--- config.mk ---
export PLATFORM = sky130hd
export DESIGN_NAME = pc_unit
export DESIGN_NICKNAME = d
export VERILOG_FILES = /design/src/rtl/pc_unit.sv
export SDC_FILE = /design/constraint.sdc
export NUM_CORES = 1
export LEC_CHECK = 0
export ABC_AREA = 1
export CORE_UTILIZATION = 35
export DETAILED_ROUTE_END_ITERATION = 10
export HOLD_SLACK_MARGIN = 0.02
export PLACE_DENSITY = 0.77
export SYNTH_ARGS = -nofsm -noshare
export SYNTH_HDL_FRONTEND = slang
export SYNTH_SLANG_ARGS = --single-unit
--- constraint.sdc ---
create_clock -name clk -period 1.56 [get_ports clk]
set_input_delay 0.468 -clock clk [delete_from_list [all_inputs] [get_ports clk]]
set_output_delay 0.468 -clock clk [all_outputs]
set_load 0.01 [all_outputs]
--- src/rtl/pc_unit.sv ---
`default_nettype none
// ============================================================================
// Module   : pc_unit
// Brief    : Program counter stage. It computes the next fetch address from
//            increment, branch, jump, call and return requests. When
//            PC_UNIT_RAS_EN is defined, call and return use a circular
//            return-address stack.
// Revision : 1.0 - initial release
// ============================================================================
module pc_unit #(
    parameter int               WIDTH        = 16,
    parameter logic [WIDTH-1:0] RESET_VECTOR = '0,
    parameter int               RAS_DEPTH    = 4
) (
    input  logic                       clk,
    input  logic                       reset,
    input  logic                       stall,
    input  logic                       branch_taken,
    input  logic [WIDTH-1:0]           branch_target,
    input  logic                       jump,
    input  logic                       call,
    input  logic [WIDTH-1:0]           jump_target,
    input  logic                       ret,
    output logic [WIDTH-1:0]           pc,
    output logic [WIDTH-1:0]           pc_plus1,
    output logic                       fetch_valid,
    output logic [$clog2(RAS_DEPTH):0] ras_count,
    output logic                       ras_ovf,
    output logic                       ras_unf
);

    localparam int c_CNT_W = $clog2(RAS_DEPTH) + 1;

    logic [WIDTH-1:0] pc_q, pc_d;
    logic             fv_q;

    assign pc          = pc_q;
    assign pc_plus1    = pc_q + WIDTH'(1);
    assign fetch_valid = fv_q;

`ifdef PC_UNIT_RAS_EN
    localparam int c_PTR_W = $clog2(RAS_DEPTH);

    logic [WIDTH-1:0]   ras_mem_q [RAS_DEPTH];
    logic [c_PTR_W-1:0] top_q, top_d;
    logic [c_CNT_W-1:0] cnt_q, cnt_d;
    logic               ovf_q, ovf_d;
    logic               unf_q, unf_d;
    logic               w_push;
    logic [c_PTR_W-1:0] w_top_m1;

    // top_q points at the next free slot; when full it points at the oldest entry
    assign w_top_m1 = top_q - c_PTR_W'(1);

    always_comb begin
        pc_d   = pc_q;
        top_d  = top_q;
        cnt_d  = cnt_q;
        ovf_d  = ovf_q;
        unf_d  = unf_q;
        w_push = 1'b0;
        // The first edge after reset only raises fetch_valid, so RESET_VECTOR is fetched once
        if (!stall && fv_q) begin
            if (ret) begin
                if (cnt_q != '0) begin
                    pc_d  = ras_mem_q[w_top_m1];
                    top_d = w_top_m1;
                    cnt_d = cnt_q - c_CNT_W'(1);
                end else begin
                    pc_d  = pc_plus1;
                    unf_d = 1'b1;
                end
            end else if (call) begin
                w_push = 1'b1;
                pc_d   = jump_target;
                top_d  = top_q + c_PTR_W'(1);
                if (cnt_q == c_CNT_W'(RAS_DEPTH)) begin
                    ovf_d = 1'b1;
                end else begin
                    cnt_d = cnt_q + c_CNT_W'(1);
                end
            end else if (jump) begin
                pc_d = jump_target;
            end else if (branch_taken) begin
                pc_d = branch_target;
            end else begin
                pc_d = pc_plus1;
            end
        end
    end

    always_ff @(posedge clk) begin
        if (reset) begin
            top_q <= '0;
            cnt_q <= '0;
            ovf_q <= 1'b0;
            unf_q <= 1'b0;
        end else begin
            top_q <= top_d;
            cnt_q <= cnt_d;
            ovf_q <= ovf_d;
            unf_q <= unf_d;
        end
    end

    // Entry contents carry no reset; only the pointer and count are cleared
    always_ff @(posedge clk) begin
        if (!reset && w_push) begin
            ras_mem_q[top_q] <= pc_plus1;
        end
    end

    assign ras_count = cnt_q;
    assign ras_ovf   = ovf_q;
    assign ras_unf   = unf_q;
`else
    logic unused_ret;

    always_comb begin
        pc_d = pc_q;
        if (!stall && fv_q) begin
            if (call || jump) begin
                pc_d = jump_target;
            end else if (branch_taken) begin
                pc_d = branch_target;
            end else begin
                pc_d = pc_plus1;
            end
        end
    end

    assign unused_ret = ret;
    assign ras_count  = '0;
    assign ras_ovf    = 1'b0;
    assign ras_unf    = 1'b0;
`endif

    always_ff @(posedge clk) begin
        if (reset) begin
            pc_q <= RESET_VECTOR;
            fv_q <= 1'b0;
        end else begin
            pc_q <= pc_d;
            fv_q <= 1'b1;
        end
    end

endmodule
`default_nettype wire

Word level (Yosys, flattened, before mapping)
Index checks and enable logic that the tools add are counted.
Widths: inputs -> output; s select.
{"block": "word_totals", "regBits": 17, "inputBits": 39, "output_inout_bits": 38, "elab_cells": 9}
{"block": "classes", "add_sub_neg": 1, "muxes": 3, "n_reduce_logical": 3}
{"operator": "$mux 16", "count": 2}
{"operator": "$add 16x1->16 const B", "count": 1}
{"operator": "$logic_and 1x1->1", "count": 1}
{"operator": "$logic_not 1->1", "count": 1}
{"operator": "$logic_or 1x1->1", "count": 1}
{"operator": "$mux 1", "count": 1}

Logic depth before layout (Yosys ltp)
Gate-level depths: netlist of the first run.
{"block": "depth", "ltp_word": 3, "ltp_mapped": 10, "ltp_nobuf": 10}

Least setup slack after synthesis of the first run
Ideal clock, no wire load.
{"block": "synth_path", "path_type": "register to output", "startpoint": "reg pc_q[0], in the netlist pc[0]", "endpoint": "out pc_plus1[12]", "arrival_time_ps": 1219, "required_time_ps": 1092, "setup_slack_ps": -127, "stages_incl_launch_ff": 9, "path_buffers": 0, "cell_sequence": "dfxtp_1 > ha_1 > nand2_1 > nor2_1 > nand2_1 > clkinv_1 > nand2_1 > nand2_1 > nand2_1"}
{"block": "synth_via", "elab_chain_len": 1}
{"item": "start, declared", "line_no": "34", "text": "logic [WIDTH-1:0] pc_q, pc_d;"}
{"item": "start signal, assigned", "line_no": "143", "text": "pc_q <= pc_d;"}
{"item": "$add 16x1->16", "line_no": "38", "text": "assign pc_plus1 = pc_q + WIDTH'(1);"}
{"item": "end, declared", "line_no": "25", "text": "output logic [WIDTH-1:0] pc_plus1,"}
Every way passes these cells.

Final worst setup path of the first run
{"block": "layout_path", "startpoint": "reg pc_q[1], in the netlist pc[1]", "endpoint": "out pc_plus1[13]"}
The elaborated chain is that of the path after synthesis.

==> impl_table.tex, run 1 <==
\begin{tabular}{lr}
\hline
Metric & Value \\
\hline
\multicolumn{2}{l}{\textbf{Outcome}} \\
Outcome & complete, but fails checks \\
Violations in the final reports & negative setup slack \\
\multicolumn{2}{l}{\textbf{Pwr}} \\
Ratio of total power to cell area & 523 nW/um2 \\
Total leakage power & 1.27 nW \\
Worst-case vdd ir drop & 387 uV \\
\multicolumn{2}{l}{\textbf{Timing}} \\
Post-route clock skew & 0.785 ps \\
Final critical-path setup slack & -334 ps \\
Final max-slew violation count & 0 \\
Count of final setup violators & 15 \\
Peak Freq & 528 MHz \\
Setup TNS & -3950 ps \\
Ratio of final minimum period to clock period & 121\% \\
Final Hold Fails & 0 \\
Final period demand of the worst path & 1890 ps \\
Setup repair after global routing missed its margin & yes \\
\multicolumn{2}{l}{\textbf{Global routing}} \\
Maximum number of pins on one net before global-route repair & 18 \\
Initial antenna violation count & 0 \\
First-pass GRT wire length & 7390 um \\
Total gr overflow & 0 \\
Via count of the first global-routing pass & 1706 \\
GRT Util Overall & 22.6\% \\
\multicolumn{2}{l}{\textbf{Routing}} \\
Post-route met1 wirelength & 2030 um \\
Via count & 1826 \\
First-pass iteration count of the detailed router & 4 \\
DRC errors left & 0 \\
Met2 wire length & 2420 um \\
Routed WL per cell & 12.4 um \\
Met3 routed wirelength & 227 um \\
Detailed-route wire length & 4730 um \\
Uppermost layer routed & met4 \\
Number of DRC markers in iteration 0 & 133 \\
Post-DR vias/cell & 4.78 \\
Number of nets still failing antenna checks after routing & 0 \\
\multicolumn{2}{l}{\textbf{CTS}} \\
Number of clock sinks & 17 \\
Clock Latency Late Sink & 260 ps \\
CTS Root Cell & sky130\_fd\_sc\_hd\_\_clkbuf\_8 \\
Number of levels the H-tree was split into & 1 \\
Number of buffers on the longest clock path & 2 \\
Number of hold buffers added after CTS & 0 \\
CTS tree & done \\
Total CTS buffers & 3 \\
Clock edge transition at the registers on the reported setup and hold paths & 70 ps \\
\multicolumn{2}{l}{\textbf{Critical path}} \\
Top fanout value on the critical path & 3 \\
Required time of the critical path & 1090 ps \\
Data arrival time of the critical path & 1430 ps \\
Kind of critical path & reg -> out \\
Element type at the critical path end & primary output \\
Worst Setup Start Kind & flop \\
\multicolumn{2}{l}{\textbf{Floorplan}} \\
Total die area & 4160 um2 \\
Starting utilization of the core area & 36.8\% \\
Number of placed I/O pins & 77 \\
Area of the core region & 3720 um2 \\
Die height & 64.5 um \\
Placement Rows & 22 \\
Die outline width & 64.5 um \\
\multicolumn{2}{l}{\textbf{Synthesis}} \\
Post-synthesis cell type count & 25 \\
Synth Instances & 225 \\
Share of the yosys chip area belonging to registers & 24.9\% \\
Mean Syn Cell Area & 6.08 um2 \\
Yosys warning total & 0 \\
Post-synthesis register bit count & 17 \\
Combined area of all synthesized cells & 1370 um2 \\
\multicolumn{2}{l}{\textbf{Cells and area}} \\
Number of filler cells placed in the layout & 301 \\
Layout cell share with drive strength beyond 1 & 36.2\% \\
Util after Layout & 69.3\% \\
Final instance area & 2570 um2 \\
Area growth, synth to finish & 88.3\% \\
Final cell count without fillers & 382 \\
Commonest non-fill, non-tap cells in the layout & sky130\_fd\_sc\_hd\_\_buf\_4, sky130\_fd\_sc\_hd\_\_clkdlybuf4s50\_1, sky130\_fd\_sc\_hd\_\_nand2\_1, sky130\_fd\_sc\_hd\_\_nor2\_1, sky130\_fd\_sc\_hd\_\_a21oi\_1 \\
Most common cell after layout, fill and taps aside & sky130\_fd\_sc\_hd\_\_buf\_4 \\
N\_diodes & 0 \\
Final net count & 375 \\
\multicolumn{2}{l}{\textbf{Place}} \\
Number of cells after detailed placement & 366 \\
Worst slack at placement & -481 ps \\
Placer Congestion & 0.816 \\
Hpwl dp & 3320 um \\
Count of port buffers added during placement & 70 \\
Area after detailed placement & 2350 um2 \\
\multicolumn{2}{l}{\textbf{Min path}} \\
HP Class & reg -> reg \\
\multicolumn{2}{l}{\textbf{Flow run}} \\
Max-cap violation count & 0 \\
\hline
\end{tabular}
## where the power goes
part	internal, W	switching, W	leakage, nW	total [W]
clock	0.000182	0.000165	0.0228	0.000346
combinational	0.000271	0.000231	1.10	0.000502
sequential	0.000464	0.0000347	0.146	0.000499
total	0.000917	0.000430	1.27	0.00135
## repair_timing
action | in CTS | in global routing
gates resized for setup | 114 | 26
setup endpoints to repair | 33 | 20
pin swaps | 20 | 22
buffers inserted | 11 | 2
## worst paths after layout
path                       from                   to  slack (ps)  cells after the start
max          pc[1]$_SDFFE_PP0P_         pc_plus1[13]        -330                      8
min          pc[9]$_SDFFE_PP0P_   pc[9]$_SDFFE_PP0P_         630                      4
max reg2reg  pc[0]$_SDFFE_PP0P_  pc[14]$_SDFFE_PP0P_         -30                     12
min reg2reg  pc[9]$_SDFFE_PP0P_   pc[9]$_SDFFE_PP0P_         630                      4
## Yosys cell counts
| library cell | instances | area [um2] |
|---|---|---|
| sky130_fd_sc_hd__a21oi_1 | 30 | 150 |
| sky130_fd_sc_hd__conb_1 | 1 | 3.75 |
| sky130_fd_sc_hd__nor2_2 | 5 | 31.3 |
| sky130_fd_sc_hd__nor2_4 | 3 | 33.8 |
| sky130_fd_sc_hd__clkinv_1 | 1 | 3.75 |
| sky130_fd_sc_hd__inv_1 | 21 | 78.8 |
| sky130_fd_sc_hd__inv_2 | 1 | 3.75 |
| sky130_fd_sc_hd__a21oi_2 | 3 | 26.3 |
| sky130_fd_sc_hd__clkbuf_1 | 7 | 26.3 |
| sky130_fd_sc_hd__buf_2 | 1 | 5.00 |
| sky130_fd_sc_hd__nand2_1 | 42 | 158 |
| sky130_fd_sc_hd__buf_4 | 5 | 37.5 |
| sky130_fd_sc_hd__xor2_2 | 2 | 32.5 |
| sky130_fd_sc_hd__xor2_1 | 4 | 35.0 |
| sky130_fd_sc_hd__ha_1 | 1 | 12.5 |
| sky130_fd_sc_hd__dfxtp_1 | 17 | 340 |
| sky130_fd_sc_hd__nand2_2 | 3 | 18.8 |
| sky130_fd_sc_hd__nand3_2 | 3 | 30.0 |
| sky130_fd_sc_hd__nand4_1 | 2 | 12.5 |
| sky130_fd_sc_hd__o21ai_1 | 4 | 20.0 |
| sky130_fd_sc_hd__xnor2_1 | 1 | 8.76 |
| sky130_fd_sc_hd__nand3_1 | 12 | 60.1 |
| sky130_fd_sc_hd__o21ai_0 | 20 | 100 |
| sky130_fd_sc_hd__o211ai_1 | 1 | 7.51 |
| sky130_fd_sc_hd__nor2_1 | 35 | 131 |
## flip-flops by register name, summed over array words and instances (netlist names)
register,count
fetch_valid,1
pc,16
## layout make-up
cell class / count / area [um2] / area share, %
repair buffers: 114 / 967 / 37.6
inverters: 23 / 91.3 / 3.55
well taps: 48 / 60.1 / 2.33
flip-flops and latches: 17 / 367 / 14.2
multi-input cells: 176 / 1040 / 40.6
clock buffers: 4 / 45.0 / 1.75
## metal layers
layer  up-vias  global-route usage [%]
li1        930                       -
met1       833                    27.5
met2        57                    40.0
met3         6                    4.75
met4         0                    6.11
met5         -                       0
## worst max-delay path, stage by stage (launching register included)
cell,delay [ps]
sky130_fd_sc_hd__dfxtp_4,370
sky130_fd_sc_hd__buf_6,110
sky130_fd_sc_hd__nand3_4,100
sky130_fd_sc_hd__nor2_4,120
sky130_fd_sc_hd__buf_4,120
sky130_fd_sc_hd__nand3_1,70
sky130_fd_sc_hd__nand2_2,80
sky130_fd_sc_hd__nand2_1,60
sky130_fd_sc_hd__buf_2,140
## kinds of logic (layout without fill, tap and decap cells)
family | count (synthesis) | after routing | synth area share (%)
compound gates | 58 | 58 | 22.2
xor+xnor | 7 | 7 | 5.58
fa+ha+maj | 1 | 1 | 0.915
buf+inv | 36 | 141 | 11.3
flops | 17 | 17 | 24.9
other cells | 1 | 5 | 0.274
simple gates | 105 | 105 | 34.8
## through the flow
step	hold WS, ps	power, W
after CTS	619	0.00134
after floorplan	580	0.000703
after detailed placement	598	0.00101
after global placement	587	0.00100
final	634	0.00135
after global routing	662	0.00142
(Power assumes the default switching activity.)
==> inputs of run 2 (changes only) <==
--- a/config.mk
+++ b/config.mk
@@ -7,9 +7,10 @@
 export LEC_CHECK = 0
 export ABC_AREA = 1
 export CORE_UTILIZATION = 35
+export CTS_CLUSTER_SIZE = 20
 export DETAILED_ROUTE_END_ITERATION = 10
-export HOLD_SLACK_MARGIN = 0.02
 export PLACE_DENSITY = 0.77
+export SKIP_CTS_REPAIR_TIMING = 1
 export SYNTH_ARGS = -nofsm -noshare
 export SYNTH_HDL_FRONTEND = slang
 export SYNTH_SLANG_ARGS = --single-unit
==> run 2 against run 1 <==
  * The run still ends with negative setup slack left
  * Die area did not move
  * Clock power about the same
  * Critical path type unchanged
  * Clock skew rose by 1.8 ps
  * Global-route usage down 1.7 points
  * Critical path depth is 1 lower
==> impl_table.tex, run 2 (same netlist as run 1, synthesis figures left out) <==
\begin{tabular}{lr}
\hline
Metric & Value \\
\hline
\multicolumn{2}{l}{\textbf{Outcome}} \\
Outcome & complete, but fails checks \\
Violations in the final reports & negative setup slack \\
\multicolumn{2}{l}{\textbf{Min path}} \\
Capture endpoint of the worst hold path & pc[9]\$\_SDFFE\_PP0P\_ \\
Hold path startpoint & pc[9]\$\_SDFFE\_PP0P\_ \\
HP Class & reg -> reg \\
Min-Delay Path Depth & 4 (unchanged) \\
\multicolumn{2}{l}{\textbf{CTS}} \\
Number of buffers on the longest clock path & 2 (unchanged) \\
Number of clock sinks & 17 (unchanged) \\
Clock edge transition at the registers on the reported setup and hold paths & 70 ps (about the same) \\
Number of levels the H-tree was split into & 1 (unchanged) \\
CTS tree & done \\
CTS Root Cell & sky130\_fd\_sc\_hd\_\_clkbuf\_8 \\
Total CTS buffers & 3 (unchanged) \\
Clock Latency Late Sink & 260 ps (about the same) \\
\multicolumn{2}{l}{\textbf{Cells and area}} \\
Most common cell after layout, fill and taps aside & sky130\_fd\_sc\_hd\_\_buf\_4 \\
N\_diodes & 0 (unchanged) \\
Commonest non-fill, non-tap cells in the layout & sky130\_fd\_sc\_hd\_\_buf\_4, sky130\_fd\_sc\_hd\_\_nand2\_1, sky130\_fd\_sc\_hd\_\_clkdlybuf4s50\_1 \\
Total area of multi-input combinational cells & 977 um2 (-6.5\%) \\
Area taken by flip-flops and latches & 363 um2 (-1.0\%) \\
Number of filler cells placed in the layout & 299 (-0.66\%) \\
Final net count & 373 (-0.53\%) \\
Max reg flops & 16 (unchanged) \\
Layout cell share with drive strength beyond 1 & 31.3\% (-4.9 points) \\
Area growth, synth to finish & 86.7\% \\
\multicolumn{2}{l}{\textbf{Routing}} \\
Post-DR vias/cell & 4.75 (-0.63\%) \\
Detailed-route wire length & 4560 um (-3.7\%) \\
Via count & 1805 (-1.2\%) \\
DRC errors left & 0 (unchanged) \\
Number of DRC markers in iteration 0 & 197 (+48\%) \\
Routed WL per cell & 12.0 um (-3.2\%) \\
Number of nets still failing antenna checks after routing & 0 (unchanged) \\
First-pass iteration count of the detailed router & 5 (+1) \\
\multicolumn{2}{l}{\textbf{Critical path}} \\
Worst Setup Start Kind & flop \\
Reg-to-reg critical path endpoint & pc[9]\$\_SDFFE\_PP0P\_ \\
Data arrival time of the critical path & 1480 ps (+50 ps) \\
Length in cells of the worst reg-to-reg path & 11 (-1) \\
Top fanout value on the critical path & 3 (unchanged) \\
FF-to-FF setup slack & 110 ps (+140 ps) \\
Kind of critical path & reg -> out \\
Required time of the critical path & 1090 ps (about the same) \\
Element type at the critical path end & primary output \\
Launching point of the worst reg2reg path & pc[1]\$\_SDFFE\_PP0P\_ \\
\multicolumn{2}{l}{\textbf{Timing}} \\
Ratio of final minimum period to clock period & 125\% (+3.2 points) \\
Final period demand of the worst path & 1940 ps (+49.6 ps) \\
Final Hold Fails & 0 (unchanged) \\
Setup repair after global routing missed its margin & yes \\
Final critical-path setup slack & -384 ps (-49.6 ps) \\
Peak Freq & 514 MHz (-2.6\%) \\
Count of final setup violators & 14 (-1) \\
Post-route clock skew & 2.60 ps (+1.82 ps) \\
Final max-slew violation count & 0 (unchanged) \\
\multicolumn{2}{l}{\textbf{Pwr}} \\
Net switching share of the total power & 31.3\% (-0.59 points) \\
Combinational Power Share & 36.9\% (-0.4 points) \\
Ratio of total power to cell area & 523 nW/um2 (about the same) \\
Total leakage power & 1.41 nW (+11\%) \\
Relative contribution of sequential cells to total power & 37.1\% (about the same) \\
Int Pwr & 0.000916 W (about the same) \\
Clock Power Share & 26.0\% (+0.3 points) \\
Worst-case vdd ir drop & 393 uV (+1.4\%) \\
Total power draw & 0.00133 W (-0.90\%) \\
Net Sw Power & 0.000418 W (-2.7\%) \\
\multicolumn{2}{l}{\textbf{Place}} \\
Placer Congestion & 0.816 (unchanged) \\
Worst slack at placement & -481 ps (unchanged) \\
Hpwl dp & 3320 um (unchanged) \\
Count of port buffers added during placement & 70 (unchanged) \\
\multicolumn{2}{l}{\textbf{Global routing}} \\
Maximum number of pins on one net before global-route repair & 18 (unchanged) \\
Total gr overflow & 0 (unchanged) \\
Initial antenna violation count & 0 (unchanged) \\
Via count of the first global-routing pass & 1580 (-7.4\%) \\
GRT Util Overall & 20.9\% (-1.7 points) \\
First-pass GRT wire length & 6860 um (-7.2\%) \\
\multicolumn{2}{l}{\textbf{Floorplan}} \\
Number of placed I/O pins & 77 (unchanged) \\
Placement Rows & 22 (unchanged) \\
Starting utilization of the core area & 36.8\% (unchanged) \\
Total die area & 4160 um2 (unchanged) \\
Area of the core region & 3720 um2 (unchanged) \\
Die height & 64.5 um (unchanged) \\
Die outline width & 64.5 um (unchanged) \\
\multicolumn{2}{l}{\textbf{Flow run}} \\
Max-cap violation count & 0 (unchanged) \\
\hline
\end{tabular}
run 2: cell types whose count changed in the layout (fill, tap and decap cells not counted), moves of 2 or more:
cell / delta
sky130_fd_sc_hd__nand2_2: -2
sky130_fd_sc_hd__nand3_1: +2
sky130_fd_sc_hd__buf_6: -3
sky130_fd_sc_hd__clkbuf_2: +7
sky130_fd_sc_hd__dlygate4sd2_1: -13
sky130_fd_sc_hd__nand2_4: -4
sky130_fd_sc_hd__buf_2: -11
sky130_fd_sc_hd__nand2_1: +6
sky130_fd_sc_hd__dlymetal6s2s_1: +18
run 2: power by group through the flow:
stage | clock (W) | combinational (W) | sequential [W]
global placement | 0 | 0.000503 | 0.000501
finish | 0.000348 | 0.000492 | 0.000495
CTS | 0.000352 | 0.000511 | 0.000493
floorplan | 0 | 0.000177 | 0.000526
detailed placement | 0 | 0.000507 | 0.000502
global route | 0.000370 | 0.000536 | 0.000499
run 2: area by class of cell:
type                       instances  share of cell area, %
multi-input combinational        176                   38.3
clock buffer                       4                   1.76
tap                               48                   2.35
timing repair buffer             112                   40.0
sequential                        17                   14.2
inverter                          23                   3.38
run 2: critical path, cell delays in order, from the launching register on:
cell and delay [ps]:
sky130_fd_sc_hd__dfxtp_4 370, sky130_fd_sc_hd__ha_4 150, sky130_fd_sc_hd__nand3_2 130, sky130_fd_sc_hd__nor2_4 180
sky130_fd_sc_hd__nand3_1 80, sky130_fd_sc_hd__nand2_1 80, sky130_fd_sc_hd__nand2_1 60, sky130_fd_sc_hd__dlymetal6s2s_1 170
run 2: stage by stage:
step                      hold slack, ps  setup TNS (ps)  instances  utilization, %  cell area [um2]
final                                626           -4260        380            68.7             2550
after global routing                 658           -5410        380            68.7             2550
after CTS                            617          -13620        370            64.6             2400
after detailed placement             598           -6990        366            63.4             2350
after global placement               587           -6590        366            63.4             2350
after floorplan                      580               0        229               -             1400
run 2: worst max-delay path by stage:
stage / depth (start not counted) / to / startpoint
2_1_floorplan: 8 / pc_plus1[12] / pc[0]$_SDFFE_PP0P_
3_3_place_gp: 9 / pc_plus1[10] / pc[0]$_SDFFE_PP0P_
3_5_place_dp: 9 / pc_plus1[10] / pc[1]$_SDFFE_PP0P_
4_1_cts: 9 / pc_plus1[10] / pc[1]$_SDFFE_PP0P_
5_1_grt: 9 / pc_plus1[9] / pc[1]$_SDFFE_PP0P_
6_report: 7 / pc_plus1[14] / pc[1]$_SDFFE_PP0P_
run 2: per-layer routing:
layer,GRT usage (%),share of wire [%],vias up
met5,0,0,-
met4,4.17,0.88,0
met3,4.75,6.1,6
met2,36.4,49,66
met1,26.2,44,801
li1,-,-,932
